`src/rtl/reset_sequencer_pkg.sv`:
```
// Shared types and helpers for the reset sequencer slice.
package reset_seq_pkg;

    typedef enum logic [1:0] {
        IDLE    = 2'd0,
        HOLD    = 2'd1,
        RELEASE = 2'd2
    } state_t;

    // Position of the hard-reset flag inside the cause vector.
    localparam int unsigned CAUSE_RESET = 0;

    // Width of the shared stretch/gap counter; one spare bit above the
    // largest terminal count.
    function automatic int unsigned cnt_width(input int unsigned stretch,
                                              input int unsigned gap);
        int unsigned m;
        m = (stretch > gap) ? stretch : gap;
        return $clog2(m) + 1;
    endfunction

endpackage

```
`src/rtl/reset_sequencer_if.sv`:
```
// Request/mask/cause/reset-output bundle between the pin wrapper and the sequencer.
interface reset_sequencer_if #(
    parameter int unsigned NUM_SRC = 2,
    parameter int unsigned NUM_OUT = 2
);
    logic [NUM_SRC-1:0] src_req;
    logic [NUM_SRC-1:0] src_mask;
    logic               cause_clr;
    logic [NUM_OUT-1:0] rst_out;
    logic               busy;
    logic [NUM_SRC:0]   cause;

    modport master (
        output src_req, src_mask, cause_clr,
        input  rst_out, busy, cause
    );

    modport slave (
        input  src_req, src_mask, cause_clr,
        output rst_out, busy, cause
    );
endinterface

```
`src/rtl/reset_cause_latch.sv`:
```
// Masks the request sources, reduces them to one request and keeps the
// sticky record of which source caused the last reset.
module reset_cause_latch import reset_seq_pkg::*; #(
    parameter int unsigned NUM_SRC = 2
) (
    input  logic               clk,
    input  logic               reset,
    input  logic [NUM_SRC-1:0] src_req_i,
    input  logic [NUM_SRC-1:0] src_mask_i,
    input  logic               cause_clr_i,
    output logic               req_o,
    output logic [NUM_SRC:0]   cause_o
);

    logic [NUM_SRC-1:0] hit;
    logic [NUM_SRC:0]   cause_d;
    logic [NUM_SRC:0]   cause_q;

    assign hit   = src_req_i & ~src_mask_i;
    assign req_o = |hit;

    // New cause bits win over a simultaneous clear; the clear still drops older bits.
    always_comb begin
        cause_d = cause_q;
        if (req_o) begin
            cause_d = cause_clr_i ? '0 : cause_q;
            cause_d[NUM_SRC:1] = cause_d[NUM_SRC:1] | hit;
        end else if (cause_clr_i) begin
            cause_d = '0;
        end
    end

    // Cause register; a hard reset leaves only its own flag set.
    always_ff @(posedge clk) begin
        if (reset) begin
            cause_q              <= '0;
            cause_q[CAUSE_RESET] <= 1'b1;
        end else begin
            cause_q <= cause_d;
        end
    end

    assign cause_o = cause_q;

endmodule

```
`src/rtl/reset_sequencer.sv`:
```
// Merges hard reset and request sources, stretches the reset and releases
// the downstream domains one by one, lowest index first.
module reset_sequencer import reset_seq_pkg::*; #(
    parameter int unsigned NUM_SRC        = 2,
    parameter int unsigned NUM_OUT        = 2,
    parameter int unsigned STRETCH_CYCLES = 8,
    parameter int unsigned STAGE_GAP      = 2
) (
    input  logic                clk,
    input  logic                reset,
    reset_sequencer_if.slave    bus
);

    localparam int unsigned CNT_W   = cnt_width(STRETCH_CYCLES, STAGE_GAP);
    localparam int unsigned STAGE_W = $clog2(NUM_OUT + 1);

    logic               req;
    logic [NUM_SRC:0]   cause;

    state_t             state_d, state_q;
    logic [CNT_W-1:0]   cnt_d, cnt_q;
    logic [STAGE_W-1:0] stage_d, stage_q;
    logic [NUM_OUT-1:0] rst_out_d, rst_out_q;

    reset_cause_latch #(
        .NUM_SRC (NUM_SRC)
    ) u_cause (
        .clk         (clk),
        .reset       (reset),
        .src_req_i   (bus.src_req),
        .src_mask_i  (bus.src_mask),
        .cause_clr_i (bus.cause_clr),
        .req_o       (req),
        .cause_o     (cause)
    );

    // Next-state logic: a request restarts the sequence from any state.
    always_comb begin
        state_d   = state_q;
        cnt_d     = cnt_q;
        stage_d   = stage_q;
        rst_out_d = rst_out_q;
        if (req) begin
            state_d   = HOLD;
            cnt_d     = '0;
            rst_out_d = '1;
        end else begin
            case (state_q)
                HOLD: begin
                    if (cnt_q == CNT_W'(STRETCH_CYCLES - 1)) begin
                        rst_out_d[0] = 1'b0;
                        cnt_d        = '0;
                        stage_d      = STAGE_W'(1);
                        state_d      = (NUM_OUT == 1) ? IDLE : RELEASE;
                    end else begin
                        cnt_d = cnt_q + CNT_W'(1);
                    end
                end
                RELEASE: begin
                    if (cnt_q == CNT_W'(STAGE_GAP - 1)) begin
                        // Loop over outputs so the variable stage index never selects out of range.
                        for (int unsigned k = 0; k < NUM_OUT; k++) begin
                            if (stage_q == STAGE_W'(k)) begin
                                rst_out_d[k] = 1'b0;
                            end
                        end
                        stage_d = stage_q + STAGE_W'(1);
                        cnt_d   = '0;
                        if (stage_q == STAGE_W'(NUM_OUT - 1)) begin
                            state_d = IDLE;
                        end
                    end else begin
                        cnt_d = cnt_q + CNT_W'(1);
                    end
                end
                IDLE: begin
                    rst_out_d = '0;
                end
                default: begin
                    state_d   = IDLE;
                    rst_out_d = '0;
                end
            endcase
        end
    end

    // State, counter and reset-output registers; hard reset restarts the hold.
    always_ff @(posedge clk) begin
        if (reset) begin
            state_q   <= HOLD;
            cnt_q     <= '0;
            stage_q   <= '0;
            rst_out_q <= '1;
        end else begin
            state_q   <= state_d;
            cnt_q     <= cnt_d;
            stage_q   <= stage_d;
            rst_out_q <= rst_out_d;
        end
    end

    assign bus.rst_out = rst_out_q;
    assign bus.busy    = (state_q != IDLE);
    assign bus.cause   = cause;

endmodule

```
`src/flat_wrapper.sv`:
```
// flat-port wrapper written by rule: the top's interface ports become plain ports
module reset_sequencer_flat import reset_seq_pkg::*;
#(
    parameter int unsigned NUM_SRC        = 2,
    parameter int unsigned NUM_OUT        = 2,
    parameter int unsigned STRETCH_CYCLES = 8,
    parameter int unsigned STAGE_GAP      = 2
)
  (clk, reset, bus_src_req, bus_src_mask, bus_cause_clr, bus_rst_out, bus_busy, bus_cause);
  reset_sequencer_if #(.NUM_SRC(NUM_SRC), .NUM_OUT(NUM_OUT)) bus_i ();
  input  logic clk;
  input  logic reset;
  input wire logic [$bits(bus_i.src_req)-1:0] bus_src_req;
  input wire logic [$bits(bus_i.src_mask)-1:0] bus_src_mask;
  input wire logic [$bits(bus_i.cause_clr)-1:0] bus_cause_clr;
  output wire logic [$bits(bus_i.rst_out)-1:0] bus_rst_out;
  output wire logic [$bits(bus_i.busy)-1:0] bus_busy;
  output wire logic [$bits(bus_i.cause)-1:0] bus_cause;
  assign bus_i.src_req = bus_src_req;
  assign bus_i.src_mask = bus_src_mask;
  assign bus_i.cause_clr = bus_cause_clr;
  assign bus_rst_out = bus_i.rst_out;
  assign bus_busy = bus_i.busy;
  assign bus_cause = bus_i.cause;
  reset_sequencer #(.NUM_SRC(NUM_SRC), .NUM_OUT(NUM_OUT), .STRETCH_CYCLES(STRETCH_CYCLES), .STAGE_GAP(STAGE_GAP)) u_core (.clk(clk), .reset(reset), .bus(bus_i));
endmodule
```
`config.mk`:
```
export PLATFORM = sky130hd
export DESIGN_NAME = reset_sequencer_flat
export DESIGN_NICKNAME = d
export VERILOG_FILES = /design/src/rtl/reset_sequencer_pkg.sv /design/src/rtl/reset_sequencer_if.sv /design/src/rtl/reset_cause_latch.sv /design/src/rtl/reset_sequencer.sv /design/src/flat_wrapper.sv
export SDC_FILE = /design/constraint.sdc
export NUM_CORES = 1
export LEC_CHECK = 0
export CAP_MARGIN = 20
export CORE_UTILIZATION = 30
export CTS_CLUSTER_SIZE = 40
export DETAILED_ROUTE_END_ITERATION = 7
export HOLD_SLACK_MARGIN = 0.06
export PLACE_DENSITY = 0.58
export SLEW_MARGIN = 20
export SYNTH_ARGS = -nofsm -noshare
export SYNTH_HDL_FRONTEND = slang
export SYNTH_HIERARCHICAL = 1
export SYNTH_SLANG_ARGS = --single-unit
```
`constraint.sdc`:
```
create_clock -name clk -period 1.7 [get_ports clk]
set_input_delay 0.255 -clock clk [delete_from_list [all_inputs] [get_ports clk]]
set_output_delay 0.255 -clock clk [all_outputs]
set_load 0.005 [all_outputs]
```
# Word-level counts from Yosys, hierarchy flattened
# Index checks and enable logic that the tools add are counted.
[word_totals]
ff_bits = 13
word_cells = 51
[classes]
addsub = 2
eq_ne = 9
muxes = 18
bitwise_logic = 6
n_reduce_logical = 10
[op_table]
columns = ["operator", "count"]
rows = [
  ["$mux 2", 6],
  ["$mux 4", 2],
  ["$ne 2x1->1 const B", 4],
  ["$pmux 4 s2", 1],
  ["$reduce_and 4->1", 2],
  ["$mux 3", 2],
  ["$pmux 2 s3", 1],
  ["$reduce_and 3->1", 2],
  ["$add 4x1->4 const B", 1],
  ["$eq 2x1->1 const B", 2],
  ["$eq 4x1->1 const B", 1],
  ["$eq 4x3->1 const B", 1],
  ["$logic_not 2->1", 2],
  ["$pmux 1 s2", 2],
  ["$pmux 2 s2", 1],
  ["$reduce_bool 2->1", 2],
  ["$mux 1", 3],
  ["$not 1->1", 3],
  ["$reduce_or 3->1", 1],
  ["$add 2x1->2 const B", 1],
  ["$and 2x2->2", 1],
  ["$eq 2x2->1 const B", 1],
  ["$not 2->2", 1],
  ["$or 2x2->2", 1],
  ["$reduce_or 2->1", 1],
]

# Longest topological paths before layout
# Gate-level depths: netlist of run 1.
[logic_depth]
ltp_word = 5
ltp_mapped = 6
ltp_nobuf = 5

# Modules after synthesis
# Netlist of run 1, hierarchy kept.
[modules_own_cells]
columns = ["module", "n_inst", "cells_per_inst", "area_each_um2"]
rows = [
  ["reset_sequencer", 1, 80, 691.9],
  ["reset_cause_latch", 1, 12, 110.1],
]

# Worst setup path before layout of run 1
# Ideal clock, no wire load.
[synth_path]
path_type = "register to register"
from = "reg u_core.cnt_q[1]"
to = "reg u_core.stage_q[1]"
setup_ns = 0.074
arrival_ns = 1.456
t_required_ns = 1.626
path_slack_ns = 0.169
path_stages_with_launch = 6
n_path_buf = 0
period_less_slack_ns = 1.531
cell_sequence = "dfxtp_1 > inv_1 > ha_1 > nor4b_2 > or4_1 > a31oi_1"
[synth_via]
elab_chain_cells = 3
word_cells_on_any_way = 5
classes_between = "4 x eq/ne; 1 x reduce/logical"
[synth_rtl]
columns = ["element", "line", "rtl"]
rows = [
  ["start, declared", "reset_sequencer.sv:21", "logic [CNT_W-1:0] cnt_d, cnt_q;"],
  ["start signal, assigned", "reset_sequencer.sv:96", "cnt_q <= cnt_d;"],
  ["$eq 4x3->1 / $eq 4x1->1 (equally long branches)", "reset_sequencer.sv:50, reset_sequencer.sv:60", ""],
  ["$ne 2x1->1 (no line)", "-", ""],
  ["$reduce_and 4->1 (no line) (*)", "-", ""],
  ["end signal, assigned", "reset_sequencer.sv:97", "stage_q <= stage_d;"],
  ["end, declared", "reset_sequencer.sv:22", "logic [STAGE_W-1:0] stage_d, stage_q;"],
]
# Every way passes the cells marked *; elsewhere a longest branch is shown, timed or not.
# A chain may end at the register's enable or synchronous reset.

# Worst setup path after layout of run 1
[layout_path]
from = "reg u_core.state_q[1]"
to = "reg u_core.stage_q[1]"
[layout_via]
elab_chain_cells = 3
word_cells_on_any_way = 7
classes_between = "4 x eq/ne; 1 x mux; 2 x reduce/logical"
[layout_rtl]
columns = ["element", "line", "rtl"]
rows = [
  ["start, declared", "reset_sequencer.sv:20", "state_t state_d, state_q;"],
  ["start signal, assigned", "reset_sequencer.sv:95", "state_q <= state_d;"],
  ["$eq 2x1->1 / $eq 2x2->1 (equally long branches)", "reset_sequencer.sv:48", "case (state_q)"],
  ["$ne 2x1->1 (no line) / $reduce_bool 2->1 (equally long branches)", "-", ""],
  ["$reduce_and 4->1 (no line)", "-", ""],
]
# Parallel ways exist; a longest one is shown, timed or not.

==> results of run 1 <==
-- power by group through the flow --
stage	Combinational, mW	Sequential (mW)	Clock [mW]
finish	0.0688	0.320	0.202
global route	0.0756	0.321	0.230
CTS	0.0679	0.319	0.220
detailed placement	0.0676	0.327	0
global placement	0.0677	0.326	0
floorplan	0.0335	0.325	0
-- path summary, 6_finish.rpt --
check,to,startpoint,cells past startpoint,slack (ns)
worst max register to register,u_core/stage_q[1]$_SDFFE_PP0P_,u_core/state_q[1]$_SDFFE_PP0P_,5,0.13
worst min register to register,u_core/u_cause/cause_o[0]$_SDFFE_PP1P_,u_core/u_cause/cause_o[0]$_SDFFE_PP1P_,1,0.45
worst min-delay path,u_core/u_cause/cause_o[0]$_SDFFE_PP1P_,u_core/u_cause/cause_o[0]$_SDFFE_PP1P_,1,0.45
worst max-delay path,u_core/stage_q[1]$_SDFFE_PP0P_,u_core/state_q[1]$_SDFFE_PP0P_,5,0.13
-- synthesized netlist by cell type --
master and number:
nand2b_1 7, a21oi_1 7, nand3b_1 2, o21ai_0 2
nand3_1 3, nor2b_1 1, and4_1 1, clkbuf_1 3
o311ai_1 1, a21o_1 3, ha_1 8, nor3_1 2
or4_1 1, nand2_1 4, or4b_1 1, a311o_1 1
inv_1 11, buf_6 1, dfxtp_1 13, or2_1 1
or3b_1 1, o21a_1 1, a31oi_1 2, nand4bb_1 1
o32ai_1 1, nand4_1 4, nor2_1 2, o21ai_1 1
or4bb_1 1, xnor2_1 2, nor4bb_2 1, nor4b_2 1
o211ai_1 1
-- area by class of cell --
cell class / instances / share of cell area
Sequential cell: 13 / 0.260
Tap cell: 30 / 0.0371
Multi-Input combinational cell: 64 / 0.489
Inverter: 11 / 0.0408
Timing Repair Buffer: 16 / 0.147
Clock buffer: 4 / 0.0260
-- cell families (layout without fill, tap and decap cells) --
family / after synthesis / count (layout) / synth area share
buf+inv: 15 / 31 / 0.0796
xor+xnor: 2 / 2 / 0.0218
fa+ha+maj: 8 / 8 / 0.125
compound gates: 20 / 20 / 0.159
simple gates: 34 / 34 / 0.290
flops: 13 / 13 / 0.324
-- sequential cells by signal, summed over array words and instances (netlist names) --
signal                  flops
u_core/bus.rst_out          2
u_core/cnt_q                4
u_core/stage_q              2
u_core/state_q              2
u_core/u_cause/cause_o      3
-- metrics by stage --
step,area [µm²],util,setup WS [ns],hold slack [ns]
2_1_floorplan,802,-,0.169,0.324
3_3_place_gp,967,0.387,0.130,0.435
3_5_place_dp,967,0.387,0.121,0.438
4_1_cts,995,0.398,0.104,0.461
5_1_grt,1010,0.405,0.00429,0.480
6_report,1010,0.405,0.130,0.453
-- layer usage --
layer  vias up  part of all wire  track usage
li1        359                 -            -
met5         -                 0            0
met2        13              0.44        0.185
met4         0             0.021       0.0789
met3         5             0.039       0.0508
met1       324              0.50        0.176
-- placed cells by master (no fill, tap or decap) --
master / Yosys / layout
o311ai_1: 1 / 1
ha_1: 8 / 8
clkdlybuf4s50_1: 0 / 11
dfxtp_2: 0 / 2
nor4b_4: 0 / 1
o21ai_0: 2 / 2
nand3b_1: 2 / 2
o211ai_1: 1 / 1
a21oi_1: 7 / 7
nand2_1: 4 / 4
a31oi_1: 2 / 2
nor3_1: 2 / 2
a21o_1: 3 / 3
or3b_1: 1 / 1
a311o_1: 1 / 1
or2_1: 1 / 1
nand4bb_1: 1 / 1
o21a_1: 1 / 1
nand4_1: 4 / 4
or4b_1: 1 / 1
or4bb_1: 1 / 1
clkbuf_1: 3 / 1
or4_1: 1 / 1
nand3_1: 3 / 3
o21ai_1: 1 / 1
and4_1: 1 / 1
nand2b_1: 7 / 7
buf_4: 0 / 4
xnor2_1: 2 / 2
dfxtp_1: 13 / 11
o32ai_1: 1 / 1
clkbuf_4: 0 / 3
inv_1: 11 / 11
nor2_1: 2 / 2
nor2b_1: 1 / 1
nor4bb_4: 0 / 1
dlygate4sd2_1: 0 / 1
-- what timing repair did --
item                       4_1_cts  5_1_grt
gates resized for setup          3        2
hold buffers                     0        0
setup endpoints to repair        1        2
setup buffers                    0        0
==> flow_metrics.tcl, run 1 <==
set metrics [dict create \
    h-tree-depth 1 \
    switching_share 0.247 \
    cts_buffers 3 \
    crit_type "register to register" \
    die_w_um 53.7 \
    cp_cell_sequence "inv_1 -> ha_1 -> nor4b_4 -> or4_1 -> a31oi_1" \
    final.period_utilization 0.924 \
    path_buf_inv 1 \
    placeableCoreArea_um2 2500 \
    clock.fmax_ghz 0.637 \
    yosysSeqAreaShare 0.324 \
    tns_ns 0 \
    finalCriticalPeriod_ns 1.57 \
    maxSlewViolCount 0 \
    grt_pass1_vias 589 \
    synth_nets 107 \
    yosys_register_bits 13 \
    gr-total-overflow 0 \
    start_kind "register" \
    sequentialPowerShare 0.541 \
    power.share.clock 0.343 \
    grt_start_max_net_pins 12 \
    finClkSkew_ns 0.00401 \
    dieArea_um2 2880 \
    crit_path_max_fanout 7 \
    rsz0062_at_grt "no" \
    fillers 247 \
    outcome "complete, no violations" \
    finish.net_count 124 \
    viasPerCell 5.08 \
    gp_congestion 0.752 \
    finalSetupViolCount 0 \
    root_buffer "clkbuf_4" \
    antenna_found_initial 0 \
    numClockSinks 13 \
    cts_tree "yes" \
    endpoint_kind "register" \
    final_hold_viol_count 0 \
    internal_power_uw 445 \
    post_drt_wl_per_cell_um 12.2 \
    finalNonFillerCells 138 \
    io_buffers 12 \
    synth_cells 92 \
    crit_arrival_ns 1.79 \
    ios 13 \
    hpwlAfterDp_um 1200 \
    clkSlewWorstSetupHoldPaths_ns 0.08 \
    tightestPinTransition_ns 0.396 \
    seqCellArea_um2 263 \
    ys_warn_count 6 \
    hold_path_class "register to register" \
    n_antenna_cell 0 \
    max_stage_delay_ns 0.51 \
    vdd_drop_max_v 0.000465 \
    synth_area_leaders "dfxtp_1, ha_1, nand2b_1, inv_1, a21oi_1" \
    p_total_uw 591 \
    syn2layout_area_growth_pct 26.2 \
    clockBufferDepth 2 \
    synth_top_area_share 0.324 \
    critPathSlowestCell "or4_1" \
    netlist_area_um2 802 \
    slew_headroom 0.736 \
    antenna_left 0 \
    fp.dieH_um 53.7 \
    cellLeakagePower_nw 0.374 \
    grt_use_total 0.135 \
    totalWireLength_um 1680 \
    rows 18 \
    vias 701 \
    grt_pass1_wl_um 2660 \
    critical-path-top-delay-family "simple AND/OR/NAND/NOR gates" \
    max_cap_violations 0 \
    drt_iter0_markers 15 \
    drt-pass1-iter-count 4 \
    multi_input_area_um2 495 \
    clock_latency_ns 0.29 \
    postSynthAreaPerCell_um2 8.72 \
    synth_top_area_cell "dfxtp_1" \
    start_util 0.321 \
    required_ns 1.92 \
    dp_cells 134 \
    drive_above_1_share 0.102 \
    powerDensity_nw_per_um2 584 \
    power_frac_comb 0.116 \
    drc 0 \
    synthDistinctLibCells 33 \
    power.switching_uw 146 \
]
No activity file was read; power rests on OpenSTA's default activity.
==> inputs of run 2 (changes only) <==
Settings changed: CORE_ASPECT_RATIO from default to 1.2, GPL_TIMING_DRIVEN from default to 0.
==> flow_metrics.tcl, run 2 (synthesized netlist as in run 1, its figures left out) <==
set metrics [dict create \
    outcome "complete, no violations" \
    mostFrequentLayoutCell "clkdlybuf4s50_1" \
    antenna_left 0 \
    cts_tree "yes" \
    maxSlewViolCount 0 \
    drc 0 \
    holdPathEnd "u_core/u_cause/cause_o[0]$_SDFFE_PP1P_" \
    grt_pass1_wl_um 2830 \
    drive_above_1_share 0.112 \
    final_hold_viol_count 0 \
    clkSlewWorstSetupHoldPaths_ns 0.08 \
    path_buf_inv 1 \
    drt_iter0_markers 15 \
    crit_type "register to register" \
    layout_setup_ws_ns 0.112 \
    die_w_um 49.2 \
    start_util 0.317 \
    h-tree-depth 1 \
    crit_arrival_ns 1.79 \
    regMostFlops "u_core/cnt_q" \
    powerDensity_nw_per_um2 568 \
    max_stage_delay_ns 0.51 \
    finalCriticalPeriod_ns 1.59 \
    final.period_utilization 0.934 \
    vdd_drop_max_v 0.000284 \
    grt_pass1_vias 636 \
    tns_ns 0 \
    finClkSkew_ns 0.00213 \
    critical-path-top-delay-family "simple AND/OR/NAND/NOR gates" \
    largest_reg_flops 4 \
    holdPathStages 1 \
    dieArea_um2 2890 \
    tightestPinTransition_ns 0.352 \
    clock_latency_ns 0.27 \
    grt_use_total 0.127 \
    crit_path_max_fanout 7 \
    gp_congestion 0.817 \
    cts_buffers 3 \
    cp_cell_sequence "inv_1 -> ha_1 -> nor4b_4 -> or4_1 -> a31oi_1" \
    pre_cts_ws_ns 0.0259 \
    numClockSinks 13 \
    n_antenna_cell 0 \
    finalSetupViolCount 0 \
    endpoint_kind "register" \
    hold_path_class "register to register" \
    viasPerCell 4.97 \
    hp-start "u_core/u_cause/cause_o[0]$_SDFFE_PP1P_" \
    fp.dieH_um 58.6 \
    clock.fmax_ghz 0.630 \
    drt-pass1-iter-count 4 \
    max_cap_violations 0 \
    clockBufferDepth 2 \
    ios 13 \
    critPathSlowestCell "or4_1" \
    gr-total-overflow 0 \
    grt_start_max_net_pins 11 \
    r2r_end "u_core/stage_q[1]$_SDFFE_PP0P_" \
    vias 696 \
    post_drt_wl_per_cell_um 11.8 \
    worstReg2RegStart "u_core/cnt_q[1]$_SDFFE_PP0P_" \
    finish.net_count 123 \
    rrSetupSlack_ns 0.11 \
    antenna_found_initial 0 \
    r2r_cells 5 \
    rsz0062_at_grt "no" \
    hpwlAfterDp_um 1240 \
    cellLeakagePower_nw 0.366 \
    required_ns 1.90 \
    slew_headroom 0.765 \
    cts_setup_buffers 0 \
    totalWireLength_um 1650 \
    placeableCoreArea_um2 2530 \
    rows 20 \
    final_cell_mix "clkdlybuf4s50_1, inv_1, dfxtp_1" \
    root_buffer "clkbuf_4" \
    syn2layout_area_growth_pct 26.4 \
    start_kind "register" \
    io_buffers 12 \
]
==> run 2: cell type report <==
type	count	area (µm²)
Tap cell	33	41.3
Fill cell	254	1510
Sequential cell	13	264
Timing Repair Buffer	12	123
Buffer	3	20.0
Inverter	11	41.3
Clock buffer	4	26.3
Multi-Input combinational cell	64	498
==> run 2: how the worst max path moves through the flow <==
stage | from | end | slack (ns) | depth (start not counted)
after detailed placement | u_core/cnt_q[0]$_SDFFE_PP0P_ | u_core/state_q[0]$_SDFFE_PP1P_ | 0.03 | 4
after floorplan | u_core/cnt_q[1]$_SDFFE_PP0P_ | u_core/stage_q[1]$_SDFFE_PP0P_ | 0.17 | 5
final | u_core/cnt_q[1]$_SDFFE_PP0P_ | u_core/stage_q[1]$_SDFFE_PP0P_ | 0.11 | 5
after CTS | u_core/cnt_q[0]$_SDFFE_PP0P_ | u_core/state_q[0]$_SDFFE_PP1P_ | 0.01 | 4
after global routing | u_core/cnt_q[0]$_SDFFE_PP0P_ | u_core/state_q[0]$_SDFFE_PP1P_ | 0.009 | 4
after global placement | u_core/cnt_q[1]$_SDFFE_PP0P_ | u_core/stage_q[1]$_SDFFE_PP0P_ | 0.04 | 5
==> run 2: what timing repair did <==
action                     4_1_cts  5_1_grt
hold buffers                     0        0
gates resized for setup          4        6
setup endpoints to repair        1        9
==> run 2: stage by stage <==
stage / cells / cell area (µm²) / util / hold slack [ns] / total power, mW
after global placement: 137 / 963 / 0.381 / 0.433 / 0.390
after CTS: 141 / 995 / 0.394 / 0.462 / 0.579
final: 140 / 1010 / 0.401 / 0.456 / 0.575
after floorplan: 92 / 802 / - / 0.324 / 0.359
after global routing: 140 / 1010 / 0.401 / 0.481 / 0.601
after detailed placement: 137 / 963 / 0.381 / 0.443 / 0.391
==> run 2: power breakdown <==
| part | leakage [nW] | switching, mW | internal (mW) |
|---|---|---|---|
| Combinational | 0.245 | 0.0267 | 0.0392 |
| Sequential | 0.106 | 0.00659 | 0.312 |
| Clock | 0.0150 | 0.0997 | 0.0909 |
| Total | 0.366 | 0.133 | 0.442 |
==> run 2: metal layers <==
layer	track usage	wire, µm	vias to the layer above
li1	-	-	357
met1	0.147	761	332
met2	0.229	856	5
met3	0.0155	20	2
met4	0.0630	16	0
met5	0	0	-
==> inputs of run 3 (changes only) <==
Clock period 1.7 ns to 1.5 ns, I/O delays scaled along.
==> flow_metrics.tcl, run 3 (synthesized netlist as in run 1, its figures left out) <==
set metrics [dict create \
    max_cap_violations 0 \
    internal_power_uw 506 \
    h-tree-depth 1 \
    required_ns 1.70 \
    final_cell_mix "clkdlybuf4s50_1, dfxtp_1, inv_1, nand2b_1, a21oi_1" \
    placeableCoreArea_um2 2530 \
    vdd_drop_max_v 0.000385 \
    slew_headroom 0.740 \
    gr-total-overflow 0 \
    tightestPinTransition_ns 0.389 \
    vias 723 \
    clkSlewWorstSetupHoldPaths_ns 0.07 \
    largest_reg_flops 4 \
    numClockSinks 13 \
    grt_pass1_vias 739 \
    dieArea_um2 2890 \
    finClkSkew_ns 0.00660 \
    hold_path_class "register to register" \
    fillers 258 \
    drt_iter0_markers 18 \
    drt-pass1-iter-count 4 \
    finalCriticalPeriod_ns 1.45 \
    cts_buffers 3 \
    antenna_left 0 \
    totalWireLength_um 1720 \
    outcome "complete, no violations" \
    holdPathStages 1 \
    power.share.clock 0.327 \
    tns_ns 0 \
    viasPerCell 5.06 \
    fp.dieH_um 58.6 \
    mostFrequentLayoutCell "clkdlybuf4s50_1" \
    io_buffers 12 \
    clock.fmax_ghz 0.688 \
    cts_tree "yes" \
    switching_share 0.235 \
    endpoint_kind "register" \
    clockBufferDepth 2 \
    worstReg2RegStart "u_core/cnt_q[1]$_SDFFE_PP0P_" \
    regMostFlops "u_core/cnt_q" \
    grt_pass1_wl_um 3020 \
    clock_latency_ns 0.28 \
    drc 0 \
    sequentialPowerShare 0.545 \
    crit_type "register to register" \
    hpwlAfterDp_um 1200 \
    final.period_utilization 0.969 \
    start_kind "register" \
    rows 20 \
    cellLeakagePower_nw 0.382 \
    final_core_util 0.439 \
    syn2layout_area_growth_pct 38.4 \
    ios 13 \
    crit_path_max_fanout 5 \
    layout_setup_ws_ns 0.0469 \
    drive_above_1_share 0.227 \
    crit_arrival_ns 1.66 \
    grt_start_max_net_pins 11 \
    seqCellArea_um2 270 \
    post_drt_wl_per_cell_um 12.0 \
    maxSlewViolCount 0 \
    final_hold_viol_count 0 \
    finalSetupViolCount 0 \
    root_buffer "clkbuf_4" \
    hp-start "u_core/u_cause/cause_o[0]$_SDFFE_PP1P_" \
    powerDensity_nw_per_um2 596 \
    die_w_um 49.2 \
    multi_input_area_um2 563 \
    n_antenna_cell 0 \
    finish.net_count 126 \
    gp_congestion 0.793 \
    power_frac_comb 0.127 \
    startpoint "u_core/cnt_q[1]$_SDFFE_PP0P_" \
    grt_use_total 0.139 \
    antenna_found_initial 0 \
    start_util 0.317 \
    rsz0062_at_grt "yes" \
    r2r_cells 5 \
    power.switching_uw 155 \
    pre_cts_ws_ns -0.164 \
]
==> run 3: area by class of cell <==
class,instances,area share
Multi-Input combinational cell,64,0.507
Inverter,11,0.0372
Sequential cell,13,0.244
Tap cell,33,0.0372
Timing Repair Buffer,15,0.131
Buffer,3,0.0203
Clock buffer,4,0.0237
==> run 3: power by group through the flow <==
| stage | clock [mW] | sequential, mW | combinational [mW] |
|---|---|---|---|
| 3_5_place_dp | 0 | 0.369 | 0.0751 |
| 4_1_cts | 0.233 | 0.362 | 0.0839 |
| 3_3_place_gp | 0 | 0.369 | 0.0736 |
| 2_1_floorplan | 0 | 0.369 | 0.0385 |
| 5_1_grt | 0.239 | 0.362 | 0.0939 |
| 6_report | 0.216 | 0.361 | 0.0841 |
==> run 3: routing by layer <==
| metal | vias up | global-route usage | routed length, µm |
|---|---|---|---|
| li1 | 367 | - | - |
| met4 | 0 | 0.101 | 23 |
| met3 | 2 | 0.0155 | 35 |
| met1 | 348 | 0.146 | 726 |
| met5 | - | 0 | 0 |
| met2 | 6 | 0.254 | 937 |
==> run 3: worst paths after layout <==
| path | endpoint | slack (ns) |
|---|---|---|
| hold / removal | u_core/u_cause/cause_o[0]$_SDFFE_PP1P_ | 0.45 |
| setup reg to reg | u_core/stage_q[1]$_SDFFE_PP0P_ | 0.05 |
| hold reg to reg | u_core/u_cause/cause_o[0]$_SDFFE_PP1P_ | 0.45 |
| setup / recovery | u_core/stage_q[1]$_SDFFE_PP0P_ | 0.05 |
==> run 3: repair_timing <==
item                                    4_1_cts  5_1_grt
hold buffers                                  0        0
pin swaps                                     3        6
gates resized for setup                      14       13
setup buffers                                 3        0
endpoints found under the setup margin        9        9
hold endpoints to repair                      0        0
==> run 3: metrics by stage <==
stage / area [µm²] / instances / power, mW / hold slack (ns)
detailed placement: 966 / 137 / 0.444 / 0.440
floorplan: 805 / 92 / 0.407 / 0.294
global placement: 966 / 137 / 0.443 / 0.436
finish: 1110 / 143 / 0.661 / 0.452
CTS: 1060 / 143 / 0.680 / 0.459
global route: 1110 / 143 / 0.696 / 0.494
==> run 3: worst max-delay path, cell delays in order (launching register included) <==
cell	delay [ns]
dfxtp_2	0.36
inv_2	0.05
ha_4	0.16
nor4b_4	0.15
or4_1	0.54
a31oi_1	0.13
